`config.mk`:
```
export PLATFORM = sky130hd
export DESIGN_NAME = multi_cycle_ctrl
export DESIGN_NICKNAME = d
export VERILOG_FILES = /design/src/rtl/multi_cycle_ctrl.sv
export SDC_FILE = /design/constraint.sdc
export NUM_CORES = 1
export LEC_CHECK = 0
export ABC_CLOCK_PERIOD_IN_PS = 1400
export CAP_MARGIN = 40
export CORE_MARGIN = 4
export CORE_UTILIZATION = 31
export DETAILED_ROUTE_END_ITERATION = 6
export GPL_ROUTABILITY_DRIVEN = 0
export PLACE_DENSITY_LB_ADDON = 0.12
export SYNTH_ARGS = -nofsm -noshare
export SYNTH_HDL_FRONTEND = slang
export SYNTH_SLANG_ARGS = --single-unit
export TNS_END_PERCENT = 1
```
`constraint.sdc`:
```
create_clock -name cpu_clk -period 1.4 [get_ports cpu_clk]
set_clock_uncertainty 0.1 [all_clocks]
set_input_delay 0.14 -clock cpu_clk [delete_from_list [all_inputs] [get_ports cpu_clk]]
set_output_delay 0.14 -clock cpu_clk [all_outputs]
set_load 0.01 [all_outputs]
```
`src/rtl/multi_cycle_ctrl.sv`:
```
// -----------------------------------------------------------------------------
// multi_cycle_ctrl
//
// Main control FSM for the multi-cycle RV32I core. Each instruction is walked
// through FETCH -> DECODE -> EXEC -> (MEM) -> (WB). The FSM also selects the
// immediate format, raises the write strobes and mux selects for PC, IR,
// register file and data memory, and waits on instruction and data memory
// handshakes. If either memory stays silent too long, the FSM enters a sticky
// TRAP state.
//
// Optional feature macro: MULTI_CYCLE_CTRL_INSTRET_EN
//   defined   -> instret counts pc_we pulses (32-bit, wraps), cleared by reset
//   undefined -> instret is tied to zero
//
// Parameters:
//   MEM_TIMEOUT  max cycles spent waiting in FETCH or MEM (1..255)
//   CNT_W        wait counter width, 2**CNT_W > MEM_TIMEOUT
//
// Ports:
//   cpu_clk   in   clock, rising edge
//   cpu_rst   in   synchronous active-high reset
//   inst      in   IR contents (opcode in inst[6:0])
//   imem_rdy  in   instruction memory data valid
//   br_taken  in   branch comparison result, used in EXEC
//   dmem_ack  in   data memory access complete
//   imem_req  out  instruction fetch request
//   ir_we     out  IR load strobe
//   sext_op   out  immediate format 0=I 1=S 2=B 3=U 4=J
//   pc_we     out  PC update strobe
//   pc_sel    out  0=pc+4 1=pc+imm 2=ALU
//   rf_we     out  register file write strobe
//   wd_sel    out  0=ALU 1=load 2=pc+4 3=imm
//   dmem_req  out  data memory request
//   dmem_we   out  store qualifier
//   trap      out  sticky fault flag
//   instret   out  retired-instruction count
// -----------------------------------------------------------------------------
module multi_cycle_ctrl #(
    parameter int MEM_TIMEOUT = 16,
    parameter int CNT_W       = 8
) (
    input  logic        cpu_clk,
    input  logic        cpu_rst,
    input  logic [31:0] inst,
    input  logic        imem_rdy,
    input  logic        br_taken,
    input  logic        dmem_ack,
    output logic        imem_req,
    output logic        ir_we,
    output logic [2:0]  sext_op,
    output logic        pc_we,
    output logic [1:0]  pc_sel,
    output logic        rf_we,
    output logic [1:0]  wd_sel,
    output logic        dmem_req,
    output logic        dmem_we,
    output logic        trap,
    output logic [31:0] instret
);

    typedef enum logic [2:0] {
        S_FETCH  = 3'd0,
        S_DECODE = 3'd1,
        S_EXEC   = 3'd2,
        S_MEM    = 3'd3,
        S_WB     = 3'd4,
        S_TRAP   = 3'd5
    } state_t;

    localparam logic [6:0] OPC_LOAD   = 7'b0000011;
    localparam logic [6:0] OPC_OPIMM  = 7'b0010011;
    localparam logic [6:0] OPC_AUIPC  = 7'b0010111;
    localparam logic [6:0] OPC_STORE  = 7'b0100011;
    localparam logic [6:0] OPC_OP     = 7'b0110011;
    localparam logic [6:0] OPC_LUI    = 7'b0110111;
    localparam logic [6:0] OPC_BRANCH = 7'b1100011;
    localparam logic [6:0] OPC_JALR   = 7'b1100111;
    localparam logic [6:0] OPC_JAL    = 7'b1101111;

    localparam logic [CNT_W-1:0] CNT_LAST = CNT_W'(MEM_TIMEOUT - 1);

    state_t           state_reg, state_next;
    logic [CNT_W-1:0] cnt_reg, cnt_next;
    logic [2:0]       sext_reg, sext_dec;
    logic             opc_legal;
    logic [6:0]       opcode;
    logic             unused_inst;

    assign opcode      = inst[6:0];
    assign unused_inst = ^inst[31:7];

    // Opcode -> immediate format, plus legality check.
    always_comb begin
        sext_dec  = 3'd0;
        opc_legal = 1'b1;
        case (opcode)
            OPC_LOAD, OPC_OPIMM, OPC_JALR, OPC_OP: sext_dec = 3'd0;
            OPC_STORE:                             sext_dec = 3'd1;
            OPC_BRANCH:                            sext_dec = 3'd2;
            OPC_LUI, OPC_AUIPC:                    sext_dec = 3'd3;
            OPC_JAL:                               sext_dec = 3'd4;
            default:                               opc_legal = 1'b0;
        endcase
    end

    always_ff @(posedge cpu_clk) begin
        if (cpu_rst) begin
            state_reg <= S_FETCH;
            cnt_reg   <= '0;
            sext_reg  <= 3'd0;
        end else begin
            state_reg <= state_next;
            cnt_reg   <= cnt_next;
            if (state_reg == S_DECODE)
                sext_reg <= sext_dec;
        end
    end

    // Next state and strobes. The whole decode sits under !cpu_rst so every
    // strobe is forced low while reset is held, whatever state the FSM is in.
    always_comb begin
        state_next = state_reg;
        cnt_next   = '0;
        imem_req   = 1'b0;
        ir_we      = 1'b0;
        pc_we      = 1'b0;
        pc_sel     = 2'd0;
        rf_we      = 1'b0;
        wd_sel     = 2'd0;
        dmem_req   = 1'b0;
        dmem_we    = 1'b0;
        if (!cpu_rst) begin
            case (state_reg)
                S_FETCH: begin
                    imem_req = 1'b1;
                    if (imem_rdy) begin
                        ir_we      = 1'b1;
                        state_next = S_DECODE;
                    end else if (cnt_reg == CNT_LAST) begin
                        state_next = S_TRAP;
                    end else begin
                        cnt_next = cnt_reg + 1'b1;
                    end
                end
                S_DECODE: begin
                    state_next = opc_legal ? S_EXEC : S_TRAP;
                end
                S_EXEC: begin
                    if (opcode == OPC_LOAD || opcode == OPC_STORE) begin
                        state_next = S_MEM;
                    end else if (opcode == OPC_BRANCH) begin
                        pc_we      = 1'b1;
                        pc_sel     = br_taken ? 2'd1 : 2'd0;
                        state_next = S_FETCH;
                    end else begin
                        state_next = S_WB;
                    end
                end
                S_MEM: begin
                    dmem_req = 1'b1;
                    dmem_we  = (opcode == OPC_STORE);
                    if (dmem_ack) begin
                        if (opcode == OPC_STORE) begin
                            // Stores retire here; they never visit WB.
                            pc_we      = 1'b1;
                            state_next = S_FETCH;
                        end else begin
                            state_next = S_WB;
                        end
                    end else if (cnt_reg == CNT_LAST) begin
                        state_next = S_TRAP;
                    end else begin
                        cnt_next = cnt_reg + 1'b1;
                    end
                end
                S_WB: begin
                    rf_we      = 1'b1;
                    pc_we      = 1'b1;
                    state_next = S_FETCH;
                    case (opcode)
                        OPC_JAL:  begin pc_sel = 2'd1; wd_sel = 2'd2; end
                        OPC_JALR: begin pc_sel = 2'd2; wd_sel = 2'd2; end
                        OPC_LOAD: wd_sel = 2'd1;
                        OPC_LUI:  wd_sel = 2'd3;
                        default:  wd_sel = 2'd0;
                    endcase
                end
                default: state_next = S_TRAP;
            endcase
        end
    end

    assign sext_op = sext_reg;
    assign trap    = (state_reg == S_TRAP);

`ifdef MULTI_CYCLE_CTRL_INSTRET_EN
    logic [31:0] instret_reg;

    always_ff @(posedge cpu_clk) begin
        if (cpu_rst)
            instret_reg <= '0;
        else if (pc_we)
            instret_reg <= instret_reg + 32'd1;
    end

    assign instret = instret_reg;
`else
    assign instret = '0;
`endif

endmodule

```
==> key figures <==
Power
  – Cell Pwr Density: ~630 nW/um^2
  – Total power draw: 1.132 mW
  – Sw Share: between 20% and 30%
  – Clk network pwr share: 34.7%
  – Seq pwr share: 38.0%
  – Int Power: approximately 800 uW
  – Peak VDD IR: 0.4481 mV
  – Net Sw Power: approximately 330 uW
  – Power share of the combinational group: 27.3%
  – Static Leak: 0.8244 nW

Final layout
  – Layout Nets: 253
  – Area Overhead vs Synth: 56.62%
  – Ant diodes: 0
  – Non-filler cells in the finished layout: 260
  – Layout cells sized above 1: 44.86%
  – Largest register FFs: 8

Die
  – # IOs: 83
  – Chip height: 69 um
  – Starting density of the core: 33.26%
  – DIE AREA: roughly 4800 um^2
  – Die X: 69 um
  – Row count: 21
  – Core area: between 3000 and 4000 um^2

Global routing
  – First-pass GRT wire length: 5471 um
  – Initial antenna violation count: 0
  – GRT overflow: 0
  – Vias in the first global route: 1206
  – Total Routing Usage GR: 13.34%
  – Largest net degree at the start of global routing: 9

Clocking
  – TritonCTS clock tree: yes
  – CTS root buffer: clkbuf_8
  – Clock Latency Late Sink: approximately 0.25 ns
  – CTS H-tree depth: 1
  – CTS Buf Count: 3
  – Clock Tree Buf Depth: 2
  – Worst-path clk slew: 0.06 ns
  – TritonCTS Sinks: 14

Critical path
  – Critical Path Fanout Max: 5
  – Crit end category: flip-flop
  – Worst path required time: 1.45 ns
  – R2R depth: 6
  – Crit path arrival time: between 1.5 and 2 ns
  – Nature of the critical path startpoint: flip-flop
  – Setup CP Type: reg -> reg

Drt
  – Via count: 1133
  – WL/cell: 11.87 um
  – Post-Route WL: 3087 um
  – DRC Markers: 0
  – DR iter-0 viols: 31
  – Vias/cell: about 4.4
  – Routed Antenna Nets: 0
  – Drt first pass iters: 2

Synth
  – Top cells by count, synth: 33 x buf_4, 17 x nor2_1, 14 x dfxtp_1, 12 x nand2_1, 7 x nor3_1
  – Synth area leaders: dfxtp_1 24%, buf_4 21%, nor2_1 5.5%, nand2_1 3.9%, nor3_1 3.0%
  – Synth area leader: dfxtp_1
  – Distinct cells, synth: 41
  – Async S/R FF share, synth: 0%
  – Flops & latches, synth: 14
  – Seq/Total Area, Yosys: 24.30%
  – Synth Instances: 146
  – Synth warn: 0
  – Synthesized area: 1154 um^2
  – Top-area cell type share of the netlist area: roughly 24%
  – Ys flop type: dfxtp_1
  – Syn avg cell area: 7.901 um^2
  – Top-count cell post-synth: buf_4
  – EDFF count, synth: 0

STA
  – Worst setup margin: -0.1994 ns
  – Max Clk Rate: 625.2 MHz
  – Pins Over Slew Limit: 0
  – RSZ-0062 raised after global routing: yes
  – Period utilization: 114.2%
  – # setup viols final: 22
  – Final min period: between 1.5 and 2 ns
  – Final Hold Viols: 0

Worst hold path
  – Hold path depth: 4
  – Min-Delay Path Class: in -> reg

Job
  – Max_cap viols: 0

Outcome
  – Violated checks: setup timing
  – Status: finished, violations left

Placed design
  – IO Port Bufs: 25
  – Post-DP HPWL: about 2400 um
  – Placed cells: around 250
## cell type report
type                            count  area, um^2
Clock buffer                        4       55.05
Fill cell                         340        1662
Inverter                            3       11.26
Multi-Input combinational cell    124       858.3
Sequential cell                    14       290.3
Tap cell                           46       57.56
Timing Repair Buffer               69       534.3
## final timing paths
| path | startpoint | endpoint | slack, ns |
|---|---|---|---|
| worst max-delay path | state_reg[1]$_SDFF_PP0_ | state_reg[1]$_SDFF_PP0_ | -0.20 |
| worst min register to register | sext_op[2]$_SDFFE_PP0P_ | sext_op[2]$_SDFFE_PP0P_ | 0.36 |
| worst max register to register | state_reg[1]$_SDFF_PP0_ | state_reg[1]$_SDFF_PP0_ | -0.20 |
| worst min-delay path | inst[3] | sext_op[2]$_SDFFE_PP0P_ | 0.32 |
## layer usage
| layer | share of wire (%) | track usage [%] | vias up | routed length (um) |
|---|---|---|---|---|
| met1 | 42 | 14.86 | 520 | 1299 |
| li1 | - | - | 570 | - |
| met5 | 0 | 0 | - | 0 |
| met2 | 51 | 24.68 | 37 | 1577 |
| met3 | 5.7 | 2.762 | 6 | 176 |
| met4 | 1.1 | 4.772 | 0 | 34 |
## timing repair
action                     4_1_cts  5_1_grt
gates resized for setup         81       12
hold buffers                     0        0
pin swaps                       14        7
buffers inserted                 8        1
setup endpoints to repair       24       25
cloned                           0        0
## power by group through the flow
stage / registers [mW] / logic [mW] / clock network (mW)
3_3_place_gp: 0.437 / 0.283 / 0
2_1_floorplan: 0.431 / 0.207 / 0
5_1_grt: 0.433 / 0.340 / 0.431
6_report: 0.431 / 0.309 / 0.392
4_1_cts: 0.431 / 0.300 / 0.406
3_5_place_dp: 0.438 / 0.283 / 0
## metrics by stage
step,util (%),TNS [ns],hold slack (ns),setup slack (ns),instance area [um^2]
after floorplan,-,-0.1253,0.1875,-0.01678,1296
after global placement,46.10,-10.14,0.3472,-0.8772,1599
after detailed placement,46.10,-10.05,0.3568,-0.8578,1599
after CTS,51.15,-2.396,0.3170,-0.2234,1774
after global routing,52.09,-3.832,0.3563,-0.2732,1807
final,52.09,-2.109,0.3225,-0.1994,1807
## cells in the final DEF (no fill, tap or decap), types with 3 or more instances in the layout
cell type         n
xnor2_1           4
conb_1           32
a21oi_1           3
buf_2            10
nor2_1           15
buf_4            41
inv_1             3
buf_6             3
nand2_1          10
clkdlybuf4s50_1   6
clkbuf_8          4
dfxtp_1          10
nand3_1           5
nor3_1            3
clkdlybuf4s15_1   4
## worst max-delay path, stage by stage, from the launching register on
cell and delay [ns]:
dfxtp_4 0.38, nor2b_4 0.16, buf_6 0.12, nand2_4 0.05, buf_6 0.11, or3_4 0.36, a311oi_2 0.23
## cell families after synthesis
logic type | count (synthesis) | synth area share (%)
xor+xnor | 6 | 4.555
compound gates | 14 | 9.327
flops | 14 | 24.30
simple gates | 71 | 36.22
other cells | 1 | 0.3251
buf+inv | 39 | 24.19
fa+ha+maj | 1 | 1.084
No activity file was read; power rests on OpenSTA's default activity.
